File: config.mk
export PLATFORM = sky130hd
export DESIGN_NAME = vga_scan_ctrl
export DESIGN_NICKNAME = d
export VERILOG_FILES = /design/src/rtl/vga_scan_ctrl.sv
export SDC_FILE = /design/constraint.sdc
export NUM_CORES = 1
export LEC_CHECK = 0
export CAP_MARGIN = 20
export CORE_MARGIN = 10
export CORE_UTILIZATION = 50
export DETAILED_ROUTE_END_ITERATION = 8
export GPL_ROUTABILITY_DRIVEN = 1
export PLACE_DENSITY = 0.8
export SLEW_MARGIN = 10
export SYNTH_ARGS = -nofsm -noshare
export SYNTH_HDL_FRONTEND = slang
export SYNTH_SLANG_ARGS = --single-unit
File: constraint.sdc
create_clock -name clk -period 2 [get_ports clk]
set_input_delay 0.4 -clock clk [delete_from_list [all_inputs] [get_ports clk]]
set_output_delay 0.4 -clock clk [all_outputs]
set_load 0.01 [all_outputs]
File: src/rtl/vga_scan_ctrl.sv
// VGA 640x480 scan timing with a pixel enable at clk/2 and a frame-synchronous zone selector.
// Decoded syncs/blank follow the registered counters with zero latency; no backpressure.
module vga_scan_ctrl #(
    parameter int H_ACTIVE = 640,
    parameter int H_FP     = 16,
    parameter int H_SYNC   = 96,
    parameter int H_BP     = 48,
    parameter int V_ACTIVE = 480,
    parameter int V_FP     = 10,
    parameter int V_SYNC   = 2,
    parameter int V_BP     = 33
) (
    input  logic       clk,
    input  logic       reset,
    input  logic [1:0] btn,
    output logic       clockVGA,
    output logic       vga_hs,
    output logic       vga_vs,
    output logic       vga_blank_n,
    output logic [9:0] hcount,
    output logic [9:0] vcount,
    output logic       frame_start,
    output logic [1:0] zone
);

    localparam int H_TOTAL = H_ACTIVE + H_FP + H_SYNC + H_BP;
    localparam int V_TOTAL = V_ACTIVE + V_FP + V_SYNC + V_BP;

    localparam logic [9:0] H_LAST   = 10'(H_TOTAL - 1);
    localparam logic [9:0] V_LAST   = 10'(V_TOTAL - 1);
    localparam logic [9:0] H_VIS    = 10'(H_ACTIVE);
    localparam logic [9:0] V_VIS    = 10'(V_ACTIVE);
    localparam logic [9:0] HS_FIRST = 10'(H_ACTIVE + H_FP);
    localparam logic [9:0] HS_LAST  = 10'(H_ACTIVE + H_FP + H_SYNC - 1);
    localparam logic [9:0] VS_FIRST = 10'(V_ACTIVE + V_FP);
    localparam logic [9:0] VS_LAST  = 10'(V_ACTIVE + V_FP + V_SYNC - 1);

    typedef enum logic [1:0] {
        NONE = 2'd0,
        UP   = 2'd1,
        DOWN = 2'd2
    } pend_t;

    pend_t      pend;
    pend_t      pend_base;
    pend_t      pend_nxt;
    logic       pix_tick;
    logic       frame_wrap;
    logic [1:0] btn_s1;
    logic [1:0] btn_s2;
    logic [1:0] btn_d;
    logic [1:0] press;

    assign frame_wrap = pix_tick && (hcount == H_LAST) && (vcount == V_LAST);
    assign clockVGA   = pix_tick;

    always_ff @(posedge clk or posedge reset) begin
        if (reset) begin
            pix_tick    <= 1'b0;
            hcount      <= '0;
            vcount      <= '0;
            frame_start <= 1'b0;
        end else begin
            pix_tick    <= ~pix_tick;
            frame_start <= frame_wrap;
            if (pix_tick) begin
                if (hcount == H_LAST) begin
                    hcount <= '0;
                    vcount <= (vcount == V_LAST) ? 10'd0 : vcount + 10'd1;
                end else begin
                    hcount <= hcount + 10'd1;
                end
            end
        end
    end

    assign vga_hs      = !((hcount >= HS_FIRST) && (hcount <= HS_LAST));
    assign vga_vs      = !((vcount >= VS_FIRST) && (vcount <= VS_LAST));
    assign vga_blank_n = (hcount < H_VIS) && (vcount < V_VIS);

    // Buttons are asynchronous: two-flop synchronizer, then a delayed copy for rise detection.
    always_ff @(posedge clk or posedge reset) begin
        if (reset) begin
            btn_s1 <= '0;
            btn_s2 <= '0;
            btn_d  <= '0;
        end else begin
            btn_s1 <= btn;
            btn_s2 <= btn_s1;
            btn_d  <= btn_s2;
        end
    end

    assign press = btn_s2 & ~btn_d;

    always_ff @(posedge clk or posedge reset) begin
        if (reset) begin
            pend <= NONE;
            zone <= 2'd0;
        end else begin
            pend <= pend_nxt;
            if (frame_wrap) begin
                case (pend)
                    UP:      zone <= zone + 2'd1;
                    DOWN:    zone <= zone - 2'd1;
                    default: zone <= zone;
                endcase
            end
        end
    end

    // The wrap consumes the pending step first, so a press landing on the wrap counts for the next frame.
    always_comb begin
        pend_base = frame_wrap ? NONE : pend;
        pend_nxt  = pend_base;
        case (press)
            2'b01:   pend_nxt = (pend_base == DOWN) ? NONE : UP;
            2'b10:   pend_nxt = (pend_base == UP)   ? NONE : DOWN;
            default: pend_nxt = pend_base;
        endcase
    end

endmodule

==> metrics <==
Worst path max stage delay=0.48 ns; final setup fails=0; post-synthesis cell type count=34; Antenna Nets Post-Route=0; # port buffers=30; Leak=roughly 1.0 nW; worst vdd ir=approximately 0.35 mV; Max Freq=slightly above 0.5 GHz; Root Buffer=clkbuf_4; GP Congestion=0.818; status=completed; hold-fix buffer count after cts=0; die area=a little under 6000 µm²; Reg clk slew, reported paths=~0.1 ns; row count=20; Slew headroom=73.4%; Worst Path Arrival=about 1.5 ns; n_diodes=0; post-DP HPWL=2.81 mm; Post-Syn Area=approximately 1600 µm²; Worst path slowest cell=or4_4; Mapped Nets=roughly 160; Hold Path Class=register to register; core area=about 3100 µm²; most frequent cells in the layout=dfrtp_1, clkdlybuf4s50_1, buf_4; most common cell after layout, fill and taps aside=dfrtp_1; Clock Tree Buf Depth=2; nets=215; Post-Route Skew=0.00537 ns; critical path peak fanout=4; CP endpoint kind=output port; total wire length=about 3.8 mm; drt via density=roughly 5.3; dpl ws=roughly 0.044 ns; worst-skew pair later-pin latency=approximately 0.35 ns; post-route cell area=approximately 2100 µm²; placed inst area=~2100 µm²; cells after synthesis=between 150 and 200; global-route wire length before repair=~6.5 mm; PD cells=535 nW/µm²; Vert. Die Dim=between 70 and 80 µm; mean post-synth cell area=roughly 11 µm²; initial antenna violation count=0; H-tree Lvls=2; min cycle time layout=1.94 ns; first-pass iteration count of the detailed router=4; 1st-iter DRT viols=86; Worst Setup Slack, final=0.0551 ns; PnR Total Power=around 1.1 mW; boundary pin count=31; sequential area share after synthesis=50.0%; WL/cell=approximately 15 µm; CTS tree=built; worst-margin pin slew=roughly 0.40 ns; Max-Cap Viols=0; CP bufs+invs=1; Sink Count=32; fraction of layout cells with a size suffix above 1=18.2%; Num CTS Buffers=5; Starting Density=around 52%; Final Max Tran Viols=0; Final Core Density=a little over two thirds; vias after detailed routing=approximately 1300; Seq cells post-synth=32; Setup TNS=0 ns; yosys warns=0; critical path data required time=between 1.5 and 2 ns; RSZ-0062 raised after global routing=false; cell chain of the critical path=and3_1 > or4_4 > buf_6; CP Class=register to output port; pin count of the biggest net entering global routing=33; Tcrit/Tclk final=97.2%; vias in the first global route=1359; Fillers=240; # DRC=0; Layout area overhead=33.9%; gr usage total=13.8%; aggregate global routing overflow=0; Final Hold Vio Count=0; Worst setup SP type=register; Crit path max-delay family=simple AND/OR/NAND/NOR gates; die boundary width=approximately 77 µm
synth_stat cells:
cell       count  area (µm²)
a211oi_1       1        7.51
a21oi_1        2        10.0
a2bb2oi_1      2        17.5
and2_1         3        18.8
and3_1         7        43.8
and3_2         1        7.51
and4_1         1        8.76
buf_2          2        10.0
buf_6          2        22.5
dfrtp_1       32         801
ha_1           8         100
inv_1         12        45.0
mux2i_1        3        30.0
nand2_1       10        37.5
nand2b_1       3        18.8
nand3_1        8        40.0
nand4_1        6        37.5
nand4_2        1        12.5
nor2_1         6        22.5
nor3_1         7        35.0
nor4_1         1        6.26
nor4_4         1        21.3
nor4b_1        1        8.76
nor4b_2        1        15.0
o211a_1        1        10.0
o211ai_1       1        7.51
o21ai_0        7        35.0
o22ai_1        2        12.5
o2bb2ai_1      1        8.76
o31ai_1        2        15.0
or3_1          1        6.26
or4_1          2        15.0
xnor2_1        7        61.3
xor2_1         6        52.6
state kept, by name (all words and copies together) (netlist names):
name and count:
btn_s2 2, frame_start 1, btn_d 2, vcount 10
clockVGA 1, pend 2, hcount 10, zone 2
btn_s1 2
area by class of cell:
type                    count  area, µm²  area share [%]
well taps                  44       55.1            2.57
inverters                  12       45.0            2.10
repair buffers             49        439            20.5
flip-flops and latches     32        802            37.4
multi-input cells         103        738            34.4
clock buffers               7       65.1            3.03
repair_timing:
item / CTS / global route
buffers inserted: 0 / 1
gates cloned: 0 / 0
pin swaps: 0 / 1
gates resized for setup: 9 / 6
setup endpoints to repair: 3 / 11
final timing paths:
path / startpoint / to / slack [ns] / cells after the start
worst max-delay path: hcount[6] / vga_hs / 0.06 / 3
worst min-delay path: btn_s1[0] / btn_s2[0] / 0.36 / 0
worst max register to register: vcount[1] / zone[1] / 0.15 / 6
worst min register to register: btn_s1[0] / btn_s2[0] / 0.36 / 0
max in group asynchronous: reset / vcount[3] / 1.26 / 3
min in group asynchronous: reset / btn_d[1] / 0.43 / 3
power by group:
part | internal (mW) | leakage (nW) | switching (mW)
clock network | 0.199 | 0.0374 | 0.226
registers | 0.658 | 0.416 | 0.00708
logic | 0.0245 | 0.582 | 0.0337
through the flow:
step / hold WS (ns) / instances
floorplan: 0.331 / 151
global placement: 0.332 / 239
detailed placement: 0.339 / 239
CTS: 0.362 / 246
global route: 0.369 / 247
finish: 0.357 / 247
routing by layer:
layer  global-route usage, %  vias to the layer above  wire length, µm
met2                    23.0                       35             1860
met5                       0                        -                0
met4                    6.88                        0               78
met1                    14.9                      622             1610
li1                        -                      633                -
met3                    5.42                        7              275
worst reg2reg max path, stage by stage, from the launching register on:
cell	delay, ns
dfrtp_1	0.43
inv_1	0.10
ha_1	0.14
nand4_1	0.14
or4_4	0.57
nor4_4	0.24
xor2_1	0.16
cell families after synthesis:
family / count (synthesis) / synth area share [%]
multiplexers: 3 / 1.88
adder cells (fa/ha/maj): 8 / 6.25
XOR/XNOR: 13 / 7.11
buffers and inverters: 16 / 4.84
AO/OA/AOI/OAI: 19 / 7.73
flip-flops: 32 / 50.0
AND/OR/NAND/NOR: 60 / 22.2
Note: power is estimated with default switching activity, not from simulation.
==> patch 1, RTL diff (same settings) <==
Make the reset (`reset`) synchronous in 3 clocked blocks. Comments in the files are not updated.
--- a/src/rtl/vga_scan_ctrl.sv
+++ b/src/rtl/vga_scan_ctrl.sv
@@ -56,3 +56,3 @@
 
-    always_ff @(posedge clk or posedge reset) begin
+    always_ff @(posedge clk) begin
         if (reset) begin
@@ -81,3 +81,3 @@
     // Buttons are asynchronous: two-flop synchronizer, then a delayed copy for rise detection.
-    always_ff @(posedge clk or posedge reset) begin
+    always_ff @(posedge clk) begin
         if (reset) begin
@@ -95,3 +95,3 @@
 
-    always_ff @(posedge clk or posedge reset) begin
+    always_ff @(posedge clk) begin
         if (reset) begin
Formal check against the unedited RTL: differs if reset is asserted again (counterexample within 4 cycles, from zero or initial values and one cycle with reset high); with reset held inactive, the same outputs for 10 cycles.
==> patch 1 against the unedited design <==
Cell area decreased by 0.88%; die area down 3.9%; largest cell class is now multi-input gates; fmax down 0.38%; sequential power is 1% lower; total power down 0.43%; critical endpoint is now zone[1]; register-to-register slack worse by 0.10 ns; worst setup slack got worse by 0.0075 ns; wire length increased by 9.6%; synthesized area decreased by 5.2%; sequential cell count did not move; non-clock buffer count grew 5; cell count grew 5.7%; core utilization is 4.9 points higher.
==> patch 1: results (changes against the unedited design) <==
Status
  – Status: completed

Placement
  – PortBufs: 30 (unchanged)
  – Placed cells: 250 (+4.6%)
  – Placed wire-length estimate: 3040 microns (+8.2%)
  – Dpl cell area: 0.00200 sq mm (-3.1%)
  – GP Congestion: 0.959 (+17%)
  – Post-place setup slack: -0.0599 ns (-0.104 ns)

Clock network
  – H-tree depth: 2 (unchanged)
  – CTS buffer count: 5 (unchanged)

Worst hold path
  – Hold depth: 1 (+1)
  – Endpoint, Worst Hold: btn_s2[0]
  – Hold wc startpoint: btn_s1[0]

Setup path
  – Reg2Reg Depth: 7 (+1)
  – R2R setup slack: 0.05 ns (-0.10 ns)
  – WP data arrival: 2.19 ns (+0.65 ns)
  – Worst reg2reg path startpoint: vcount[1]
  – Reg2reg end: zone[1]
  – Crit-path max FO: 7 (+3)

Logic synthesis
  – Mapped Nets: 184 (+13%)
  – Largest cells by area after synthesis: dfxtp_1, ha_1, nor2_1, xnor2_1, xor2_1
  – Top FF cell, synth: dfxtp_1
  – Sequential area share after synthesis: 0.422 (-0.0779)
  – Unique masters post-synth: 37 (+8.8%)
  – Mean Syn Cell Area: 8.82 sq um (-17%)
  – Commonest cells post-synth: dfxtp_1, nor2_1, inv_1
  – Synth async-reset ratio: 0 (-1.00)

Drt
  – Routed WL per cell: 16.1 microns (+3.7%)
  – 1st-iter DRT viols: 141 (+64%)
  – Via count: 1478 (+14%)

STA
  – Skew final: 0.00849 ns (+0.00313 ns)
  – Worst relative slew slack: 0.681 (-0.0537)
  – Hold_ws: 0.449 ns (+0.0924 ns)

Layout
  – Non-Filler Instances: 261 (+5.7%)
  – Nets@finish: 241 (+12%)
  – Layout cell share with drive strength beyond 1: 0.222 (+0.0395)

Power
  – Max VDD drop: 545 uV (+54%)
  – Leak: 0.829 nW (-20%)

Global routing
  – GRT Util Overall: 0.150 (+0.0120)
  – Largest net degree at the start of global routing: 14 (-58%)
  – Global-route wire length before repair: 6570 microns (+0.31%)
## patch 1: cells by family (layout without fill, tap and decap cells)
kind of cell	after synthesis	count (layout)	share of synthesized area
compound gates	16	16	0.0717
xor+xnor	16	16	0.0923
fa+ha+maj	8	8	0.0660
buf+inv	16	74	0.0420
flops	32	32	0.422
mux	2	2	0.0140
simple gates	82	82	0.292
## patch 1: layout make-up
type,instances,area [sq um]
Timing Repair Buffer,54,473
Inverter,12,45.0
Tap cell,31,38.8
Clock buffer,6,51.3
Multi-Input combinational cell,124,857
Sequential cell,32,651
Clock inverter,2,10.0
Fill cell,206,703
## patch 1: worst max-delay path, stage by stage (launching register included)
cell and delay (ns):
dfxtp_2 0.36, inv_1 0.06, ha_1 0.15, nor4bb_2 0.32, nand4_1 0.21, buf_4 0.21
nor3_1 0.19, mux2_2 0.35
## patch 1: worst max-delay path by stage
stage                     startpoint       to  slack (ns)  depth (start not counted)
after floorplan            hcount[0]  zone[0]        0.03                          6
after global placement     hcount[6]   vga_hs        0.12                          3
after detailed placement   vcount[1]  pend[0]       -0.06                          6
after CTS                  hcount[7]  pend[0]       0.008                          4
after global routing       vcount[1]  zone[1]       -0.04                          7
final                      vcount[1]  zone[1]        0.05                          7
## patch 1: routing by layer
layer  global-route usage  vias up  routed length, microns
met5                    0        -                       0
met4               0.0756        0                     138
met3               0.0512       14                     363
met2                0.246       57                    1990
met1                0.169      695                    1700
li1                     -      712                       -
## patch 1: repair_timing
action | CTS | global route
buffers inserted | 2 | 1
pin swaps | 2 | 2
endpoints found under the setup margin | 5 | 11
resized for setup | 12 | 10
## patch 1: report_power, final
group,switching [W],internal [W]
clock,0.000229,0.000167
sequential,0.00000760,0.000650
combinational,0.0000470,0.0000433
total,0.000283,0.000860
==> patch 2, RTL diff (same settings) <==
Without the edit above. Set the parameter `V_ACTIVE` to 240 (it was 480).
--- a/src/rtl/vga_scan_ctrl.sv
+++ b/src/rtl/vga_scan_ctrl.sv
@@ -7,3 +7,3 @@
     parameter int H_BP     = 48,
-    parameter int V_ACTIVE = 480,
+    parameter int V_ACTIVE = 240,
     parameter int V_FP     = 10,
Behaviour: same outputs for any inputs over 10 cycles, from zero or initial values and one cycle with reset high; that may be too few to reach the edited logic, so the function may still have changed.
==> patch 2 against the unedited design <==
Sequential cell count did not move; worst hold slack got worse by 0.00051 ns; worst setup slack improved by 0.014 ns; cell area fell by 1.5%; clock power fell by 20%; wire length rose by 0.94%; synthesized area rose by 1.8%; total power fell by 4.6%; critical path type unchanged.
==> patch 2: results (changes against the unedited design) <==
Placement
  – Placed wire-length estimate: 2860 microns (+2.0%)
  – PortBufs: 30 (unchanged)
  – Placed cells: 241 (+0.84%)
  – Post-place setup slack: 0.112 ns (+0.0674 ns)
  – Dpl cell area: 0.00205 sq mm (-0.67%)
  – GP Congestion: 0.862 (+5.4%)

Worst hold path
  – Hold Crit Class: reg2reg
  – Hold wc startpoint: btn_s1[1]

Logic synthesis
  – Commonest cells post-synth: dfrtp_1, nand2_1, nor2_1
  – Sequential area share after synthesis: 0.491 (-0.00883)
  – Synth async-reset ratio: 1.00 (unchanged)
  – Largest cells by area after synthesis: dfrtp_1, ha_1, xnor2_1, o21ai_0, nand2_1
  – Top FF cell, synth: dfrtp_1
  – Mapped Nets: 173 (+6.1%)
  – Synth warn: 0 (unchanged)
  – Post-synth EDFFs: 0 (unchanged)
  – Cells after Synth: 161 (+6.6%)
  – Unique masters post-synth: 35 (+2.9%)

Clock network
  – CTS buffer count: 5 (unchanged)
  – Worst-case clock buffer depth: 2 (unchanged)
  – Root Driver: clkbuf_4
  – H-tree depth: 2 (unchanged)
  – CTS clock-pin slew for the worst setup and hold paths: 0.10 ns (about the same)
  – Skew-Pair Late Insertion Delay: 0.33 ns (-0.02 ns)

Global routing
  – GRT Util Overall: 0.133 (-0.00443)
  – Global-route wire length before repair: 6510 microns (-0.53%)
  – Largest net degree at the start of global routing: 33 (unchanged)
  – Initial antenna violation count: 0 (unchanged)

Layout
  – Nets@finish: 217 (+0.93%)
  – Layout cell share with drive strength beyond 1: 0.151 (-0.0310)
  – Ant. Diodes: 0 (unchanged)
  – Biggest regs: hcount: 10 flops, vcount: 10 flops

Setup path
  – Crit-path max FO: 7 (+3)
  – Worst reg2reg path startpoint: vcount[7]
  – CP startpoint: vcount[8]
  – CP delay by family, top: flip-flops
  – WP data arrival: 1.53 ns
  – CP max-delay cell: dfrtp_2
  – CP peak stage delay: 0.46 ns (-0.02 ns)

STA
  – Worst relative slew slack: 0.686 (-0.0487)
  – Skew final: 0.0117 ns (+0.00629 ns)

Drt
  – Vias per cell: 5.52 (+5.1%)
  – Routed WL per cell: 15.5 microns (+0.13%)
  – Via count: 1374 (+5.9%)
  – 1st-iter DRT viols: 123 (+43%)
  – TritonRoute pass-1 iters: 5 (+1)

Power
  – Leak: 0.913 nW (-12%)
  – Max VDD drop: 316 uV (-11%)

Status
  – Status: completed
-- patch 2: changes by cell type in the layout (fill, tap and decap cells not counted), sizes merged, moves of 4 or more --
cell and change:
buf -7, o21ai +4, or3 +4, nor2 +7, and3 -7, nor4 +4
-- patch 2: area by class of cell --
cell class                      count  area, sq um
Clock inverter                      1         5.00
Fill cell                         257          966
Clock buffer                        6         41.3
Inverter                           11         41.3
Multi-Input combinational cell    112          772
Sequential cell                    32          807
Tap cell                           44         55.1
Timing Repair Buffer               43          390
-- patch 2: path summary, 6_finish.rpt --
kind | to | slack [ns] | cells past startpoint
max | vga_vs | 0.07 | 3
min | btn_s2[1] | 0.36 | 0
max reg2reg | zone[1] | 0.10 | 5
min reg2reg | btn_s2[1] | 0.36 | 0
max in group asynchronous | hcount[6] | 1.24 | 3
min in group asynchronous | btn_d[1] | 0.44 | 3
-- patch 2: cells by family (layout without fill, tap and decap cells) --
family | count (synthesis) | count (layout) | synth area share
compound gates | 22 | 22 | 0.0813
flops | 32 | 32 | 0.491
xor+xnor | 12 | 12 | 0.0645
buf+inv | 17 | 61 | 0.0437
fa+ha+maj | 8 | 8 | 0.0614
simple gates | 67 | 67 | 0.239
mux | 3 | 3 | 0.0192
-- patch 2: layer usage --
metal | vias up | wire length, microns | track usage
met5 | - | 0 | 0
met3 | 5 | 301 | 0.0664
met2 | 46 | 1900 | 0.215
met4 | 0 | 35 | 0.0420
met1 | 668 | 1620 | 0.151
li1 | 655 | - | -
-- patch 2: where the power goes --
group,switching [W],leakage [nW],internal (W)
registers,0.0000107,0.407,0.000663
logic,0.0000492,0.477,0.0000322
clock network,0.000211,0.0281,0.000129
total,0.000271,0.913,0.000825
-- patch 2: timing repair --
item / CTS / global route
gates resized for setup: 5 / 8
setup buffers: 0 / 1
setup endpoints to repair: 3 / 7
